`src/rtl/capture_buffer.sv`:
```
// capture_buffer: trigger-centred sample capture buffer with pre/post-trigger history.
// Latency: one sample written per cycle while capturing; readout data one cycle after rd_req.
// Backpressure: none; rd_req outside DONE or with nothing left to read is dropped (rd_valid stays 0).
//
// Ports:
//   clk, rst        single rising-edge clock, synchronous active-high reset
//   arm             one-cycle pulse that starts or restarts a capture
//   trig            trigger from the pattern detector (honoured only in ARMED)
//   sample          probe sample written every ARMED/CAPTURE cycle
//   rd_req          readout request, one word per asserted cycle in DONE
//   rd_data         registered readout word, rd_valid marks the cycle it is valid
//   armed, done     status: ARMED/CAPTURE and DONE respectively
//   count           words still unread while in DONE, else 0
module capture_buffer #(
  parameter int WIDTH = 4,
  parameter int DEPTH = 16,
  parameter int POST  = 8
) (
  input  logic                     clk,
  input  logic                     rst,
  input  logic                     arm,
  input  logic                     trig,
  input  logic [WIDTH-1:0]         sample,
  input  logic                     rd_req,
  output logic [WIDTH-1:0]         rd_data,
  output logic                     rd_valid,
  output logic                     armed,
  output logic                     done,
  output logic [$clog2(DEPTH):0]   count
);

  localparam int AW = $clog2(DEPTH);
  localparam int CW = AW + 1;
  localparam logic [CW-1:0] DEPTH_C = CW'(DEPTH);
  localparam logic [AW-1:0] POST_C  = AW'(POST);
  localparam logic [AW-1:0] ONE_A   = AW'(1);
  localparam logic [CW-1:0] ONE_C   = CW'(1);

  typedef enum logic [1:0] {
    S_IDLE    = 2'd0,
    S_ARMED   = 2'd1,
    S_CAPTURE = 2'd2,
    S_DONE    = 2'd3
  } state_t;

  // Sample storage is never reset; only control state is.
  logic [WIDTH-1:0] mem [DEPTH];

  state_t           state_q,    state_d;
  logic [AW-1:0]    wr_ptr_q,   wr_ptr_d;
  logic [AW-1:0]    rd_ptr_q,   rd_ptr_d;
  logic [CW-1:0]    total_q,    total_d;
  logic [AW-1:0]    post_q,     post_d;
  logic [CW-1:0]    count_q,    count_d;
  logic [WIDTH-1:0] rd_data_q,  rd_data_d;
  logic             rd_valid_q, rd_valid_d;
  logic             we;

  always_comb begin
    state_d    = state_q;
    wr_ptr_d   = wr_ptr_q;
    rd_ptr_d   = rd_ptr_q;
    total_d    = total_q;
    post_d     = post_q;
    count_d    = count_q;
    rd_data_d  = rd_data_q;
    rd_valid_d = 1'b0;
    we         = 1'b0;

    // arm restarts from any state and overrides a same-cycle trigger.
    if (arm) begin
      state_d  = S_ARMED;
      wr_ptr_d = '0;
      total_d  = '0;
      post_d   = '0;
      count_d  = '0;
    end else begin
      case (state_q)
        S_ARMED: begin
          we       = 1'b1;
          wr_ptr_d = wr_ptr_q + ONE_A;
          if (total_q != DEPTH_C) total_d = total_q + ONE_C;
          if (trig) begin
            post_d  = POST_C;
            state_d = S_CAPTURE;
          end
        end
        S_CAPTURE: begin
          we       = 1'b1;
          wr_ptr_d = wr_ptr_q + ONE_A;
          if (total_q != DEPTH_C) total_d = total_q + ONE_C;
          post_d   = post_q - ONE_A;
          if (post_q == ONE_A) begin
            // Last post-trigger write: the oldest retained sample sits
            // total entries behind the next write position.
            state_d  = S_DONE;
            count_d  = total_d;
            rd_ptr_d = wr_ptr_d - total_d[AW-1:0];
          end
        end
        S_DONE: begin
          if (rd_req && count_q != '0) begin
            rd_valid_d = 1'b1;
            rd_data_d  = mem[rd_ptr_q];
            rd_ptr_d   = rd_ptr_q + ONE_A;
            count_d    = count_q - ONE_C;
            // Leaving DONE on the same edge that presents the final word.
            if (count_q == ONE_C) state_d = S_IDLE;
          end
        end
        default: ;
      endcase
    end
  end

  always_ff @(posedge clk) begin
    if (rst) begin
      state_q    <= S_IDLE;
      wr_ptr_q   <= '0;
      rd_ptr_q   <= '0;
      total_q    <= '0;
      post_q     <= '0;
      count_q    <= '0;
      rd_data_q  <= '0;
      rd_valid_q <= 1'b0;
    end else begin
      state_q    <= state_d;
      wr_ptr_q   <= wr_ptr_d;
      rd_ptr_q   <= rd_ptr_d;
      total_q    <= total_d;
      post_q     <= post_d;
      count_q    <= count_d;
      rd_data_q  <= rd_data_d;
      rd_valid_q <= rd_valid_d;
    end
  end

  always_ff @(posedge clk) begin
    if (we && !rst) mem[wr_ptr_q] <= sample;
  end

  assign rd_data  = rd_data_q;
  assign rd_valid = rd_valid_q;
  assign armed    = (state_q == S_ARMED) || (state_q == S_CAPTURE);
  assign done     = (state_q == S_DONE);
  // count_q is held at zero outside DONE.
  assign count    = count_q;

endmodule
```
`config.mk`:
```
export PLATFORM = sky130hd
export DESIGN_NAME = capture_buffer
export DESIGN_NICKNAME = d
export VERILOG_FILES = /design/src/rtl/capture_buffer.sv
export SDC_FILE = /design/constraint.sdc
export NUM_CORES = 1
export LEC_CHECK = 0
export CAP_MARGIN = 30
export CORE_MARGIN = 10
export CORE_UTILIZATION = 45
export CTS_CLUSTER_SIZE = 10
export DETAILED_ROUTE_END_ITERATION = 12
export GPL_ROUTABILITY_DRIVEN = 1
export SETUP_SLACK_MARGIN = 0.02
export SYNTH_ARGS = -nofsm -noshare
export SYNTH_HDL_FRONTEND = slang
export SYNTH_SLANG_ARGS = --single-unit
```
`constraint.sdc`:
```
create_clock -name clk -period 2.8 [get_ports clk]
set_input_delay 0.28 -clock clk [delete_from_list [all_inputs] [get_ports clk]]
set_output_delay 0.28 -clock clk [all_outputs]
set_load 0.02 [all_outputs]
```
==> flow_summary_export.csv, run 1 <==
group,metric,value,unit
cells_and_area,layout.nets,392,
cells_and_area,fraction_of_layout_cells_with_a_size_suffix_above_1,14.99,%
timing,grt_setup_unrepaired,"no",
global_routing,antenna_found_initial,0,
global_routing,first_global_vias,2610,
yosys,synth_top_cells_by_area,"edfxtp_1, dfxtp_1, mux4_2",
detailed_routing,drt_pre_antenna_iters,4,
outcome,outcome,"finished, final reports clean",
timing,timing_max_transition_violations_final,0,
placement,io_buffers,20,
detailed_routing,vias,2628,
power,p_leak,0.001603,uW
clock_network,path_clk_slew,0.10,ns
timing,timing.slew.headroom,55.17,%
floorplanning,initial_utilization,45.62,%
critical_path,critical_path.startpoint,"state_q[0]$_SDFFE_PP0P_",
placement,final_wtd_congestion,0.7663,
critical_path,critPathCapture,"done",
cells_and_area,multiInputGateArea,1767,um^2
critical_path,cp-start-kind,"flop",
clock_network,clk_path_buf_depth,2,
clock_network,h-tree-depth,3,
hold_path,worst_hold_path.num_cells,2,
critical_path,worstReg2RegEnd,"rd_ptr_q[1]$_SDFFE_PP0P_",
cells_and_area,num_antenna_cells,0,
global_routing,grt_use_total,12.29,%
power,power_frac_comb,8.0,%
hold_path,worstHoldPathType,"reg2reg",
timing,setup-violations-final,0,
clock_network,number_of_clock_sinks,93,
cells_and_area,area_growth_from_synthesis_to_final_layout,12.09,%
yosys,synth.largest_area_cell,"edfxtp_1",
clock_network,cts_resized,0,
power,sw_frac_of_total,26.07,%
timing,totalNegativeSetupSlack,0,ns
yosys,synth_seq_cells,93,
floorplanning,design.die.area,14180,um^2
job,maxCapViolations,0,
timing,fmax,426.1,MHz
yosys,synth_edf_count,64,
detailed_routing,first_iter_violations,218,
timing,whs,0.4996,ns
clock_network,clock_tree.root_cell,"clkbuf_8",
yosys,netlist_area_before_placement,4418,um^2
yosys,synthDominantCellAreaShare,43.50,%
power,clock_power_share,34.9,%
clock_network,cts_setup_buffers,0,
yosys,total_number_of_yosys_warnings,0,
cells_and_area,nFillCells,857,
cells_and_area,seqCellArea,2502,um^2
critical_path,reg2reg_depth,10,
floorplanning,floorplan.core_area,9684,um^2
floorplanning,fp-row-count,36,
floorplanning,die_height,119.1,um
placement,detailed_place_hpwl,5.963,mm
power,vdd_ir_drop_max,0.2788,mV
timing,post-route-period-util,83.82,%
critical_path,crit_fanout,16,
yosys,number_of_standard_cells_after_synthesis,341,
power,pwr-share-seq,57.1,%
yosys,syn_avg_cell_area,12.96,um^2
clock_network,cts_buffers,9,
floorplanning,die_width,119.1,um
yosys,mappedNetlistNets,371,
yosys,ys_dominant_reg_cell,"edfxtp_1",
power,intPower,1927,uW
floorplanning,io-pin-count,21,
clock_network,clock_latency_late_sink,0.38,ns
timing,clock_tree_skew_after_final_layout,0.01744,ns
critical_path,timing.reg2reg.setup_slack,0.47,ns
critical_path,worstPathRequired,2.52,ns
global_routing,grt_first_pass_wirelength,13.83,mm
power,cellPowerDensity,526.4,nW/um^2
critical_path,category_of_the_critical_setup_timing_path,"reg2out",
yosys,number_of_distinct_standard_cells_referenced_by_the_synthesized_netlist,51,
clock_network,tritoncts,"done",
timing,min_period,2.347,ns
yosys,yosysSeqAreaShare,56.64,%
power,reported_net_switching_power,679.6,uW
yosys,asyncSetResetFlopFracSynth,0,%
detailed_routing,drt.antenna.violating_nets,0,
timing,worst_pin_slew,0.6715,ns
detailed_routing,vias_per_cell,5.256,
global_routing,grt-ovfl-total,0,
critical_path,crit-reg2reg-launch,"total_q[0]$_SDFFE_PP0N_",
detailed_routing,wl_per_cell,16.66,um
critical_path,worst_ep_arrival_time,2.07,ns
detailed_routing,drc,0,
detailed_routing,wirelength,8.328,mm
critical_path,end_kind,"output port",
timing,timing.final.hold_violations,0,
global_routing,grt_start_max_net_pins,21,
clock_network,hold_buffers,0,
## synthesized netlist by cell type (all sizes together) (7+ instances only)
cell / n
edfxtp: 64
nor2: 40
dfxtp: 29
ha: 20
a21oi: 18
nand2: 17
mux4: 16
inv: 15
nand3: 12
buf: 10
o21ai: 10
mux2i: 9
nor3: 9
xor2: 8
clkbuf: 7
xnor2: 7
## stage by stage
stage / power, uW / worst slack [ns] / utilization (%) / area (um^2) / instances
2_1_floorplan: 1658 / 0.6392 / - / 4418 / 341
3_3_place_gp: 1729 / 0.5674 / 48.99 / 4745 / 484
3_5_place_dp: 1732 / 0.4711 / 48.99 / 4745 / 484
4_1_cts: 2633 / 0.4267 / 51.14 / 4952 / 500
5_1_grt: 2726 / 0.2573 / 51.14 / 4952 / 500
6_report: 2607 / 0.4530 / 51.14 / 4952 / 500
## cell usage in the layout, fill, tap and decap left out, types with 2 or more instances in the layout
master / netlist / layout
nor3_2: 2 / 2
o21ai_1: 4 / 4
clkbuf_8: 0 / 9
nor2_1: 38 / 38
nand2b_1: 5 / 5
nand2_1: 17 / 17
edfxtp_1: 64 / 64
xor2_1: 8 / 8
o22ai_1: 3 / 3
inv_1: 15 / 15
xnor2_1: 7 / 7
buf_4: 0 / 7
a21oi_1: 17 / 17
nor3_1: 7 / 7
o21ai_0: 5 / 5
nor2b_1: 5 / 5
a211oi_1: 4 / 4
clkdlybuf4s50_1: 0 / 20
inv_8: 0 / 3
clkinv_8: 0 / 2
mux2i_1: 9 / 9
nand3_1: 12 / 12
dfxtp_1: 29 / 29
mux4_2: 16 / 16
nand4_1: 4 / 4
nor4_1: 2 / 2
nor2_4: 2 / 2
nor3b_1: 2 / 2
ha_1: 20 / 20
mux2_2: 5 / 5
## kinds of logic after synthesis
family          count (synthesis)  share of synthesized area [%]
fa+ha+maj                      21                          6.117
simple gates                  101                          11.75
flops                          93                          56.64
buf+inv                        32                          3.370
xor+xnor                       15                          2.974
mux                            30                          11.47
compound gates                 49                          7.676
## layer usage
| layer | global-route usage, % | routed length (um) |
|---|---|---|
| met1 | 16.85 | 4078 |
| met4 | 5.267 | 148 |
| met3 | 2.551 | 351 |
| met5 | 0 | 0 |
| met2 | 18.46 | 3750 |
## flip-flops by register name (all words and copies together) (netlist names), 2 cells and up
register  count
wr_ptr_q      4
count         5
post_q        4
state_q       2
rd_ptr_q      4
total_q       5
mem          64
rd_data       4
## worst min-delay path by stage
| stage | start | end | slack (ns) |
|---|---|---|---|
| floorplan | arm | rd_valid$_SDFF_PP0_ | 0.36 |
| global placement | post_q[3]$_SDFFE_PP0P_ | post_q[3]$_SDFFE_PP0P_ | 0.49 |
| detailed placement | rd_data[3]$_SDFFE_PP0P_ | rd_data[3]$_SDFFE_PP0P_ | 0.49 |
| CTS | rd_data[3]$_SDFFE_PP0P_ | rd_data[3]$_SDFFE_PP0P_ | 0.50 |
| global route | post_q[3]$_SDFFE_PP0P_ | post_q[3]$_SDFFE_PP0P_ | 0.52 |
| finish | rd_data[2]$_SDFFE_PP0P_ | rd_data[2]$_SDFFE_PP0P_ | 0.50 |
## power by group through the flow
stage	Combinational [uW]	Sequential (uW)	Clock, uW
2_1_floorplan	142	1520	0
3_3_place_gp	209	1520	0
3_5_place_dp	211	1520	0
4_1_cts	212	1490	932
5_1_grt	233	1490	1000
6_report	209	1490	909
## layout make-up
type	count	share of cell area (%)
Sequential cell	93	50.53
Inverter	15	1.137
Tap cell	133	3.360
Clock buffer	9	2.501
Clock inverter	7	1.693
Multi-Input combinational cell	216	35.67
Timing Repair Buffer	27	5.104
## worst max-delay path, stage by stage, from the launching register on
cell and delay (ns):
dfxtp_1 0.42, ha_1 0.56, clkdlybuf4s50_1 0.72
No activity file was read; power rests on OpenSTA's default activity.
==> inputs of run 2 (changes only) <==
==> constraint.sdc (replaced) <==
create_clock -name clk -period 2.1 [get_ports clk]
set_input_delay 0.21 -clock clk [delete_from_list [all_inputs] [get_ports clk]]
set_output_delay 0.21 -clock clk [all_outputs]
set_load 0.02 [all_outputs]
==> flow_summary_export.csv, run 2 (same netlist as run 1, synthesis figures left out) <==
group,metric,value,unit
outcome,outcome,"finished with violations",
outcome,violations,"negative setup slack",
timing,clock_tree_skew_after_final_layout,0.01929,ns
critical_path,cp-start-kind,"flop",
power,sw_frac_of_total,25.27,%
clock_network,path_clk_slew,0.11,ns
timing,grt_setup_unrepaired,"yes",
timing,worst_pin_slew,0.5929,ns
global_routing,grt_start_max_net_pins,20,
critical_path,worst_path_dominant_cell_family,"adder cells",
power,cellPowerDensity,655.9,nW/um^2
timing,timing.slew.headroom,60.35,%
cells_and_area,layout.nets,426,
placement,place.detailed.instances,512,
critical_path,worst_ep_arrival_time,2.38,ns
floorplanning,floorplan.core_area,9684,um^2
cells_and_area,area_growth_from_synthesis_to_final_layout,19.68,%
cells_and_area,largest_reg_flops,64,
critical_path,end_kind,"flop",
critical_path,path_cells,"inv_2 -> ha_4 -> nand4bb_4 -> xnor2_2 -> ha_2 -> inv_2 -> fa_2 -> mux2_4 -> mux2i_1 -> nor2_1",
detailed_routing,vias,2736,
placement,detailed_place_hpwl,6.099,mm
detailed_routing,wirelength,8.413,mm
critical_path,worstPathRequired,2.37,ns
power,pwr-share-seq,57.1,%
cells_and_area,final_cell_mix,"edfxtp_1, buf_4, nor2_1, dfxtp_1, clkdlybuf4s50_1",
clock_network,clock_tree.root_cell,"clkbuf_8",
global_routing,first_global_vias,2773,
placement,io_buffers,20,
critical_path,crit_fanout,2,
global_routing,grt-ovfl-total,0,
critical_path,worst_path_max_delay_cell,"fa_2",
timing,timing.final.hold_violations,0,
cells_and_area,fraction_of_layout_cells_with_a_size_suffix_above_1,26.93,%
floorplanning,die_width,119.1,um
critical_path,worstReg2RegEnd,"rd_ptr_q[1]$_SDFFE_PP0P_",
critical_path,crit-reg2reg-launch,"total_q[1]$_SDFFE_PP0N_",
floorplanning,initial_utilization,45.62,%
global_routing,grt_use_total,12.36,%
timing,post-route-period-util,100.3,%
detailed_routing,drt.antenna.violating_nets,0,
hold_path,worst_hold_path.num_cells,3,
hold_path,holdPathEnd,"rd_valid$_SDFF_PP0_",
power,power,3468,uW
hold_path,hold_start,"rd_req",
power,vdd_ir_drop_max,0.3918,mV
critical_path,crit_top_cell,"inv_2",
power,clock_power_share,33.6,%
critical_path,category_of_the_critical_setup_timing_path,"reg2reg",
clock_network,hold_buffers,0,
critical_path,critical_path_buf_inv_count,2,
timing,whs,0.4939,ns
floorplanning,die_height,119.1,um
timing,fmax,474.6,MHz
detailed_routing,drt_pre_antenna_iters,4,
floorplanning,io-pin-count,21,
detailed_routing,drc,0,
timing,min_period,2.107,ns
floorplanning,design.die.area,14180,um^2
detailed_routing,vias_per_cell,5.124,
floorplanning,fp-row-count,36,
hold_path,worstHoldPathType,"in2reg",
critical_path,timing.reg2reg.setup_slack,-0.007,ns
power,intPower,2592,uW
timing,timing_max_transition_violations_final,0,
clock_network,clk_path_buf_depth,2,
placement,pre_cts_slack,-0.04133,ns
cells_and_area,finalNonFillerCells,534,
power,power_frac_comb,9.4,%
clock_network,clock_latency_late_sink,0.36,ns
global_routing,grt_first_pass_wirelength,14.21,mm
critical_path,slowest_delay,0.43,ns
clock_network,tritoncts,"done",
critical_path,reg2reg_depth,10,
clock_network,number_of_clock_sinks,93,
cells_and_area,num_antenna_cells,0,
cells_and_area,nFillCells,811,
timing,finalWorstSetupSlack,-0.006906,ns
cells_and_area,largest_register,"mem",
power,reported_net_switching_power,876.4,uW
timing,setup-violations-final,1,
power,p_leak,0.001785,uW
job,maxCapViolations,0,
detailed_routing,first_iter_violations,175,
placement,final_wtd_congestion,0.7887,
clock_network,cts_buffers,9,
clock_network,h-tree-depth,3,
cells_and_area,final_common_cell,"edfxtp_1",
detailed_routing,wl_per_cell,15.75,um
global_routing,antenna_found_initial,0,
## run 2: layer usage
metal | GRT usage [%] | routed length (um) | up-vias
met5 | 0 | 0 | -
met4 | 4.504 | 97 | 0
met2 | 19.67 | 4187 | 38
li1 | - | - | 1367
met3 | 2.504 | 287 | 10
met1 | 16.34 | 3841 | 1321
## run 2: worst max path at each step
stage               slack (ns)               startpoint                  endpoint  cells past startpoint
floorplan                -0.06  state_q[0]$_SDFFE_PP0P_       mem[0][0]$_DFFE_PP_                      5
global placement          0.05  total_q[0]$_SDFFE_PP0N_  rd_ptr_q[1]$_SDFFE_PP0P_                     10
detailed placement       -0.04  total_q[0]$_SDFFE_PP0N_  rd_ptr_q[1]$_SDFFE_PP0P_                     10
CTS                       0.01  total_q[0]$_SDFFE_PP0N_  rd_ptr_q[1]$_SDFFE_PP0P_                     10
global route             -0.11  total_q[1]$_SDFFE_PP0N_  rd_ptr_q[1]$_SDFFE_PP0P_                     10
finish                  -0.007  total_q[1]$_SDFFE_PP0N_  rd_ptr_q[1]$_SDFFE_PP0P_                     10
## run 2: timing repair
item / 4_1_cts / 5_1_grt
pin swaps: 1 / 9
setup endpoints to repair: 3 / 23
setup buffers: 1 / 5
gates resized for setup: 6 / 16
## run 2: cell type report
cell class / count / area, um^2 / area share, %
Sequential cell: 93 / 2506 / 47.40
Multi-Input combinational cell: 216 / 1854 / 35.07
Timing Repair Buffer: 61 / 505.5 / 9.560
Tap cell: 133 / 166.4 / 3.147
Clock buffer: 9 / 123.9 / 2.343
Clock inverter: 7 / 75.07 / 1.420
Inverter: 15 / 56.30 / 1.065
## run 2: tightest hold or removal path, stage by stage
cell and delay [ns]:
clkdlybuf4s50_1 0.44, nand2_1 0.12, nor4_1 0.05
## run 2: power groups by stage
stage | registers [uW] | logic (uW) | clock network, uW
finish | 1980 | 324 | 1160
global route | 1980 | 365 | 1280
CTS | 1980 | 306 | 1200
detailed placement | 2020 | 305 | 0
global placement | 2020 | 299 | 0
floorplan | 2020 | 190 | 0
## run 2: stage by stage
| step | utilization, % | instance area, um^2 | setup TNS (ns) |
|---|---|---|---|
| final | 54.60 | 5288 | -0.006906 |
| after global routing | 54.60 | 5288 | -0.1331 |
| after CTS | 53.49 | 5180 | 0 |
| after detailed placement | 51.27 | 4965 | -0.04133 |
| after global placement | 51.27 | 4965 | 0 |
| after floorplan | - | 4428 | -0.4893 |
==> inputs of run 3 (changes only) <==
--- a/config.mk
+++ b/config.mk
@@ -12,6 +12,7 @@
 export DETAILED_ROUTE_END_ITERATION = 12
 export GPL_ROUTABILITY_DRIVEN = 1
 export SETUP_SLACK_MARGIN = 0.02
+export SLEW_MARGIN = 10
 export SYNTH_ARGS = -nofsm -noshare
 export SYNTH_HDL_FRONTEND = slang
 export SYNTH_SLANG_ARGS = --single-unit
==> results of run 3 <==
Final layout, timing and power as in run 2 (identical DEF).
